[src/rtl/dlx_pipeline_pkg.sv]
// Shared DLX pipeline definitions: hazard controller state encoding and
// the hard-wired zero register address.
package dlx_pipeline_pkg;

  typedef enum logic [1:0] {
    RUN       = 2'd0,
    LD_BUBBLE = 2'd1,
    MEM_WAIT  = 2'd2
  } hz_state_e;

  localparam int unsigned REG_ZERO = 0;

endpackage

[src/rtl/hazard_stat_counter.sv]
// Free-running wrap-around event counter with enable; used for hazard
// statistics when HAZARD_STATS_EN is defined.
module hazard_stat_counter #(
  parameter int CNT_WIDTH = 16
) (
  input  logic                 clk,
  input  logic                 rst,
  input  logic                 en,
  output logic [CNT_WIDTH-1:0] count
);

  always_ff @(posedge clk or posedge rst) begin
    if (rst) begin
      count <= '0;
    end else if (en) begin
      count <= count + CNT_WIDTH'(1);
    end
  end

endmodule

[src/rtl/hazard_unit.sv]
// DLX pipeline interlock: load-use bubbles, taken-branch flushes and data-memory
// wait freezes. Define HAZARD_STATS_EN to add stall/flush statistics counters.
module hazard_unit
  import dlx_pipeline_pkg::*;
#(
  parameter int REG_ADDR_WIDTH = 5,
  parameter int MAX_WAIT       = 64
`ifdef HAZARD_STATS_EN
  , parameter int CNT_WIDTH    = 16
`endif
) (
  input  logic                      clk,
  input  logic                      rst,
  input  logic [REG_ADDR_WIDTH-1:0] id_addr_a,
  input  logic [REG_ADDR_WIDTH-1:0] id_addr_b,
  input  logic                      id_uses_a,
  input  logic                      id_uses_b,
  input  logic [REG_ADDR_WIDTH-1:0] id_ex_reg_addr,
  input  logic                      id_ex_mem_rd,
  input  logic                      id_ex_reg_wr_ena,
  input  logic                      branch_taken,
  input  logic                      dmem_req,
  input  logic                      dmem_ready,
  output logic                      pc_stall,
  output logic                      if_id_stall,
  output logic                      id_ex_stall,
  output logic                      ex_mem_stall,
  output logic                      if_id_flush,
  output logic                      id_ex_flush,
  output logic                      mem_wb_bubble,
  output logic                      mem_timeout
`ifdef HAZARD_STATS_EN
  , output logic [CNT_WIDTH-1:0]    stall_cycles
  , output logic [CNT_WIDTH-1:0]    flush_count
`endif
);

  localparam int                        WAIT_W    = $clog2(MAX_WAIT + 1);
  localparam logic [WAIT_W-1:0]         WAIT_MAX  = WAIT_W'(MAX_WAIT);
  localparam logic [REG_ADDR_WIDTH-1:0] ZERO_ADDR = REG_ADDR_WIDTH'(REG_ZERO);

  function automatic logic [WAIT_W-1:0] sat_inc(input logic [WAIT_W-1:0] v);
    return (v >= WAIT_MAX) ? WAIT_MAX : v + WAIT_W'(1);
  endfunction

  hz_state_e         state;
  logic [WAIT_W-1:0] wait_cnt;
  logic [WAIT_W-1:0] wait_nxt;
  logic              lu;
  logic              mw;
  logic              freeze;
  logic              br_flush;
  logic              ld_bubble;

  assign lu = id_ex_mem_rd & id_ex_reg_wr_ena & (id_ex_reg_addr != ZERO_ADDR) &
              ((id_uses_a & (id_addr_a == id_ex_reg_addr)) |
               (id_uses_b & (id_addr_b == id_ex_reg_addr)));
  assign mw       = dmem_req & ~dmem_ready;
  assign wait_nxt = sat_inc(wait_cnt);

  // The three actions are mutually exclusive, so no register is ever stalled
  // and flushed in the same cycle. Everything is forced low during reset.
  always_comb begin
    freeze    = 1'b0;
    br_flush  = 1'b0;
    ld_bubble = 1'b0;
    if (!rst) begin
      case (state)
        RUN, LD_BUBBLE: begin
          if (mw)                        freeze    = 1'b1;
          else if (branch_taken)         br_flush  = 1'b1;
          else if (state == RUN && lu)   ld_bubble = 1'b1;
        end
        MEM_WAIT: freeze = ~dmem_ready;
        default: ;
      endcase
    end
  end

  assign pc_stall      = freeze | ld_bubble;
  assign if_id_stall   = freeze | ld_bubble;
  assign id_ex_stall   = freeze;
  assign ex_mem_stall  = freeze;
  assign mem_wb_bubble = freeze;
  assign if_id_flush   = br_flush;
  assign id_ex_flush   = br_flush | ld_bubble;

  always_ff @(posedge clk or posedge rst) begin
    if (rst) begin
      state       <= RUN;
      wait_cnt    <= '0;
      mem_timeout <= 1'b0;
    end else begin
      case (state)
        RUN: begin
          if (mw) begin
            state    <= MEM_WAIT;
            wait_cnt <= WAIT_W'(1);
          end else if (!branch_taken && lu) begin
            state <= LD_BUBBLE;
          end
        end
        LD_BUBBLE: begin
          if (mw) begin
            state    <= MEM_WAIT;
            wait_cnt <= WAIT_W'(1);
          end else begin
            state <= RUN;
          end
        end
        MEM_WAIT: begin
          if (dmem_ready) begin
            state    <= RUN;
            wait_cnt <= '0;
          end else begin
            wait_cnt <= wait_nxt;
            if (wait_nxt == WAIT_MAX) mem_timeout <= 1'b1;
          end
        end
        default: begin
          state    <= RUN;
          wait_cnt <= '0;
        end
      endcase
    end
  end

`ifdef HAZARD_STATS_EN
  hazard_stat_counter #(.CNT_WIDTH(CNT_WIDTH)) u_stall_cnt (
    .clk   (clk),
    .rst   (rst),
    .en    (pc_stall),
    .count (stall_cycles)
  );

  hazard_stat_counter #(.CNT_WIDTH(CNT_WIDTH)) u_flush_cnt (
    .clk   (clk),
    .rst   (rst),
    .en    (if_id_flush),
    .count (flush_count)
  );
`endif

endmodule

[config.mk]
export PLATFORM = sky130hd
export DESIGN_NAME = hazard_unit
export DESIGN_NICKNAME = d
export VERILOG_FILES = /design/src/rtl/dlx_pipeline_pkg.sv /design/src/rtl/hazard_stat_counter.sv /design/src/rtl/hazard_unit.sv
export SDC_FILE = /design/constraint.sdc
export NUM_CORES = 1
export LEC_CHECK = 0
export ABC_AREA = 1
export BUFFER_PORTS_ARGS = -buffer_cell sky130_fd_sc_hd__buf_2
export CAP_MARGIN = 25
export CELL_PAD_IN_SITES_DETAIL_PLACEMENT = 0
export CELL_PAD_IN_SITES_GLOBAL_PLACEMENT = 1
export CORE_MARGIN = 2
export CORE_UTILIZATION = 29
export CTS_BUF_LIST = sky130_fd_sc_hd__clkbuf_2
export DETAILED_ROUTE_END_ITERATION = 10
export GPL_TIMING_DRIVEN = 0
export PLACE_DENSITY = 0.75
export SLEW_MARGIN = 20
export SYNTH_ARGS = -nofsm -noshare
export SYNTH_HDL_FRONTEND = slang
export SYNTH_SLANG_ARGS = --single-unit
[constraint.sdc]
create_clock -name clk -period 1.15 [get_ports clk]
set_clock_uncertainty 0.1 [all_clocks]
set_input_delay 0 -clock clk [delete_from_list [all_inputs] [get_ports clk]]
set_output_delay 0 -clock clk [all_outputs]
set_load 0.005 [all_outputs]
# Word level (Yosys, flattened, before mapping)
# Cells that the tools add are included.
# totals
ff_bits,10
in_bits,24
output_inout_bits,8
word_cells,52
# classes
add_sub_neg,1
order_cmp,1
eq_ne,8
mux,21
n_bitwise,10
n_reduce_logical,8
# ops
cell,count
$mux 7,3
$pmux 7 s2,1
$mux 1,11
$eq 5x5->1,2
$mux 2,4
$add 7x1->7 const B,1
$eq 7x7->1 const B,1
$ge 7x7->1 const B,1
$and 1x1->1,6
$pmux 2 s3,1
$reduce_bool 5->1,1
$ne 3x2->1 const B,1
$or 1x1->1,3
$reduce_and 3->1,1
$eq 2x1->1 const B,1
$eq 2x2->1 const B,1
$logic_and 1x1->1,2
$logic_not 2->1,1
$ne 2x1->1 const B,1
$ne 2x2->1 const B,1
$pmux 1 s2,1
$reduce_and 2->1,1
$reduce_or 2->1,1
$logic_not 1->1,1
$not 1->1,1

# Longest topological paths before layout
# logic_depth
depth_word,11
mapped_depth,9
depth_no_buf,8

# Least setup slack after synthesis
# OpenSTA, ideal clock, no wires.
# synth_timing
path_kind,reg2reg
from,reg wait_cnt[0]
to,reg mem_timeout
setup_ns,0.117
t_arrival_ns,1.022
required_ns,0.933
path_slack_ns,-0.089
stages_incl_launch_ff,8
n_path_buf,0
period_less_slack_ns,1.239
path_cell_list,dfrtp_1 -> ha_1 -> nand3_2 -> nor2_2 -> a21oi_2 -> nor2_2 -> nand3_1 -> nand2_1
# synth_between
elab_chain_len,4
word_cells_on_any_way,5
classes_between,1 x add/sub; 1 x order compare; 1 x eq/ne; 1 x mux; 1 x reduce/logical
# synth_rtl
item,line,source
"start, declared",hazard_unit.sv:47,logic [WAIT_W-1:0] wait_cnt;
"start signal, assigned",hazard_unit.sv:116,wait_cnt <= wait_nxt;
$add 7x1->7 or $ge 7x7->1 (tied branches),hazard_unit.sv:43,return (v >= WAIT_MAX) ? WAIT_MAX : v + WAIT_W'(1);
$mux 7 *,hazard_unit.sv:43,
$eq 7x7->1 *,hazard_unit.sv:117,if (wait_nxt == WAIT_MAX) mem_timeout <= 1'b1;
$reduce_and 3->1 (no source line) *,-,
"end signal, assigned",hazard_unit.sv:92,mem_timeout <= 1'b0;
"end signal, assigned",hazard_unit.sv:117,
"end, declared",hazard_unit.sv:31,output logic mem_timeout
# Every way passes the cells marked *; elsewhere a longest branch is shown, timed or not.
# A chain may end at the register's enable or synchronous reset.

# Final worst setup path
# layout_timing
from,reg state[1]
to,out pc_stall
# layout_between
elab_chain_len,8
word_cells_on_any_way,13
classes_between,2 x eq/ne; 7 x mux; 1 x bitwise; 3 x reduce/logical
# layout_rtl
item,line,source
"start, declared",hazard_unit.sv:46,hz_state_e state;
"start signal, assigned",hazard_unit.sv:90,state <= RUN;
"start signal, assigned",hazard_unit.sv:97,state <= MEM_WAIT;
"start signal, assigned",hazard_unit.sv:100,state <= LD_BUBBLE;
$logic_not 2->1,"hazard_unit.sv:68, hazard_unit.sv:72",
$logic_and 1x1->1,hazard_unit.sv:72,else if (state == RUN && lu) ld_bubble = 1'b1;
$mux 1,hazard_unit.sv:72,
$mux 1,hazard_unit.sv:71,else if (branch_taken) br_flush = 1'b1;
$mux 1,hazard_unit.sv:70,if (mw) freeze = 1'b1;
$mux 1,hazard_unit.sv:68,case (state)
$mux 1,hazard_unit.sv:67,if (!rst) begin
$or 1x1->1 *,hazard_unit.sv:80,assign pc_stall = freeze | ld_bubble;
"end, declared",hazard_unit.sv:24,"output logic pc_stall,"
# Marked as above.

==> results.txt <==
----------------------------------------------------
[Critical path]
  Class of the most critical setup path ... register to output pin
  Worst endpoint data arrival time ... 1300 ps
  Required time worst endpoint ... 1050 ps
  Register-to-Register Path Depth ... 8
  Maximum fanout count along the critical path ... 4
  Kind of end point of the critical path ... output pin
  Startpoint type of the worst setup path ... register

[Die]
  Die span in y ... 57.0 um
  Count of standard-cell rows ... 19
  DIE AREA ... 3240 um^2
  Initial standard-cell utilization of the core ... 0.300
  Count of pins on the block boundary ... 32
  Horiz. Die Dim ... 57.0 um
  Core Area ... 2710 um^2

[Clocking]
  Longest Clk Path Bufs ... 2
  Total of hold buffers inserted after clock tree synthesis ... 1
  CTS tree ... done
  Clk root buf ... clkbuf_2
  Number of buffers created by CTS ... 3
  Clock-pin slew on the worst setup and hold paths ... 90 ps
  H-tree levels ... 1
  Later-pin clock latency in the skew report ... 260 ps
  CTS sink count ... 10

[Cells and area]
  Area delta synth->final ... 56.2%
  # fillers ... 290
  Number of antenna repair diodes ... 0
  Layout Nets ... 204
  Ratio of cells with drive above 1 in the final layout ... 0.452

[Timing]
  Final min period ... 1400 ps
  Final max-slew violation count ... 0
  Achievable clock frequency ... 717 MHz
  Smallest hold slack ... -31.4 ps
  Setup violators final ... 14
  Final hold violations ... 1
  Fin worst setup slack ... -245 ps
  Setup repair after global routing missed its margin ... yes
  Rel. slew slack ... 0.680
  Pin slew with the least headroom to its limit ... 478 ps
  Share of the clock period used by the worst path after layout ... 1.21

[Yosys]
  Instance count of the mapped netlist ... 133
  Post-synthesis sequential area ratio ... 0.308
  Post-synth net total ... 159
  Number of register bits inferred by synthesis ... 10
  Netlist area before placement ... 813 um^2
  Cell type with the largest total area after synthesis ... dfrtp_1
  Yosys warning count ... 0
  Top flip-flop cell by instance count after synthesis ... dfrtp_1
  Most area-consuming cells after synthesis ... dfrtp_1, nand2_1, inv_1, nand3_1, nor2_1
  Asr flop ratio synth ... 1.00
  Fraction of post-synthesis cell area in the top cell type by area ... 0.308
  Distinct cell type count after synthesis ... 21
  Leading cell type by number of instances after synthesis ... nand2_1
  Synthesized area per cell ... 6.11 um^2
  Count of flip-flops with a built-in enable after synthesis ... 0
  Cell types with the highest counts after synthesis ... nand2_1, inv_1, nor2_1

[Run status]
  Violations in the final reports ... hold timing, setup timing
  Outcome ... finished with violations

[Hold path]
  Type of the most critical hold path ... primary input to register
  Hold Path Stages ... 4

[Routing]
  First-pass iteration count of the detailed router ... 4
  Remaining number of nets flagged by the antenna check after routing ... 0
  Avg Vias per Cell ... 4.43
  DR iter-0 viols ... 35
  Drt total wl ... 2.09 mm
  Vias post-DR ... 922
  Routed length per instance ... 10.0 um
  DR DRC count ... 0

[Global route]
  Pin count of the biggest net entering global routing ... 11
  Total global-route track usage ... 0.126
  Number of antenna violations at the first check in global routing ... 0
  Wire length of the first global-routing pass ... 3.31 mm
  Overflow left after global routing ... 0
  Number of global-route vias before repair ... 817

[Place]
  Routability congestion estimate ... 0.703
  DP HPWL ... 1.44 mm
  Number of buffers added on ports ... 31

[Pwr]
  Maximum vdd ir drop ... 0.00100 V
  Total power per unit cell area ... 828 nW/um^2
  Static leakage ... 0.000704 uW
  Total power ... 1050 uW

[Job]
  Max capacitance violation total ... 0

----------------------------------------------------
layer usage:
layer	track usage	share of wire	vias to the layer above
met4	0.0266	0	0
li1	-	-	494
met2	0.210	0.53	25
met5	0	0	-
met3	0.0408	0.044	0
met1	0.160	0.42	403
report_power, final:
part,internal (uW),switching [uW]
Clock,75.5,125
Combinational,204,210
Sequential,380,56.0
kinds of logic (layout without fill, tap and decap cells):
group	Yosys count	after routing	synth area share
simple gates	76	76	0.406
buf+inv	32	76	0.162
compound gates	13	13	0.0938
flops	10	10	0.308
fa+ha+maj	2	2	0.0308
final timing paths:
check | start | slack (ps) | endpoint
setup / recovery | state[1]$_DFFE_PP0P_ | -250 | pc_stall
hold / removal | dmem_ready | -30 | state[1]$_DFFE_PP0P_
setup reg to reg | state[1]$_DFFE_PP0P_ | -240 | wait_cnt[0]$_DFFE_PP0P_
hold reg to reg | mem_timeout$_DFFE_PP0P_ | 370 | mem_timeout$_DFFE_PP0P_
max in group asynchronous | rst | 270 | state[1]$_DFFE_PP0P_
min in group asynchronous | rst | 310 | wait_cnt[6]$_DFFE_PP0P_
cells in the final DEF (no fill, tap or decap), types with 2 or more instances in the layout:
master    Yosys  routed
clkbuf_2      0       3
nand2_4       0       2
nand3_1      11       5
dfrtp_1      10       6
dfrtp_2       0       4
buf_4         3       7
buf_2         0      28
nor2_4        0       3
inv_1        28      24
a21oi_2       1       2
nor2_2        4       2
nor2_1       14      13
nand2_2       1       4
ha_4          0       2
nand3_2       1       6
nand2_1      42      37
inv_4         0       2
buf_6         0       7
inv_2         1       3
o21ai_1       1       5
state kept, by name (all words and copies together) (netlist names):
signal / cells
wait_cnt: 7
mem_timeout: 1
state: 2
worst max-delay path, cell delays in order, from the launching register on:
cell	delay, ps
dfrtp_2	460
nor2_4	110
nand2_2	70
nor2_2	90
nand3_2	80
nand2_2	70
buf_4	100
buf_6	80
through the flow:
| stage | TNS (ps) | util | area [um^2] | instances | setup slack, ps |
|---|---|---|---|---|---|
| after floorplan | -66.8 | - | 816 | 133 | -53.6 |
| after global placement | -1100 | 0.373 | 1010 | 195 | -198 |
| after detailed placement | -1140 | 0.373 | 1010 | 195 | -189 |
| after CTS | -2390 | 0.416 | 1130 | 204 | -312 |
| after global routing | -3640 | 0.469 | 1270 | 208 | -351 |
| final | -2430 | 0.469 | 1270 | 208 | -245 |
final cells by class:
type | instances | area (um^2) | area share
inverters | 29 | 114 | 0.0897
flip-flops and latches | 10 | 255 | 0.201
multi-input cells | 91 | 562 | 0.442
plain buffers | 3 | 22.5 | 0.0177
well taps | 31 | 38.8 | 0.0305
clock inverters | 1 | 3.75 | 0.00296
repair buffers | 40 | 259 | 0.204
clock buffers | 3 | 15.0 | 0.0118
timing repair:
item,in CTS,in global routing
endpoints found under the setup margin,13,15
pin swaps,12,11
buffers inserted,4,4
resized for setup,20,27
endpoints found under the hold margin,11,1
Power figures use the tool's default switching activity.
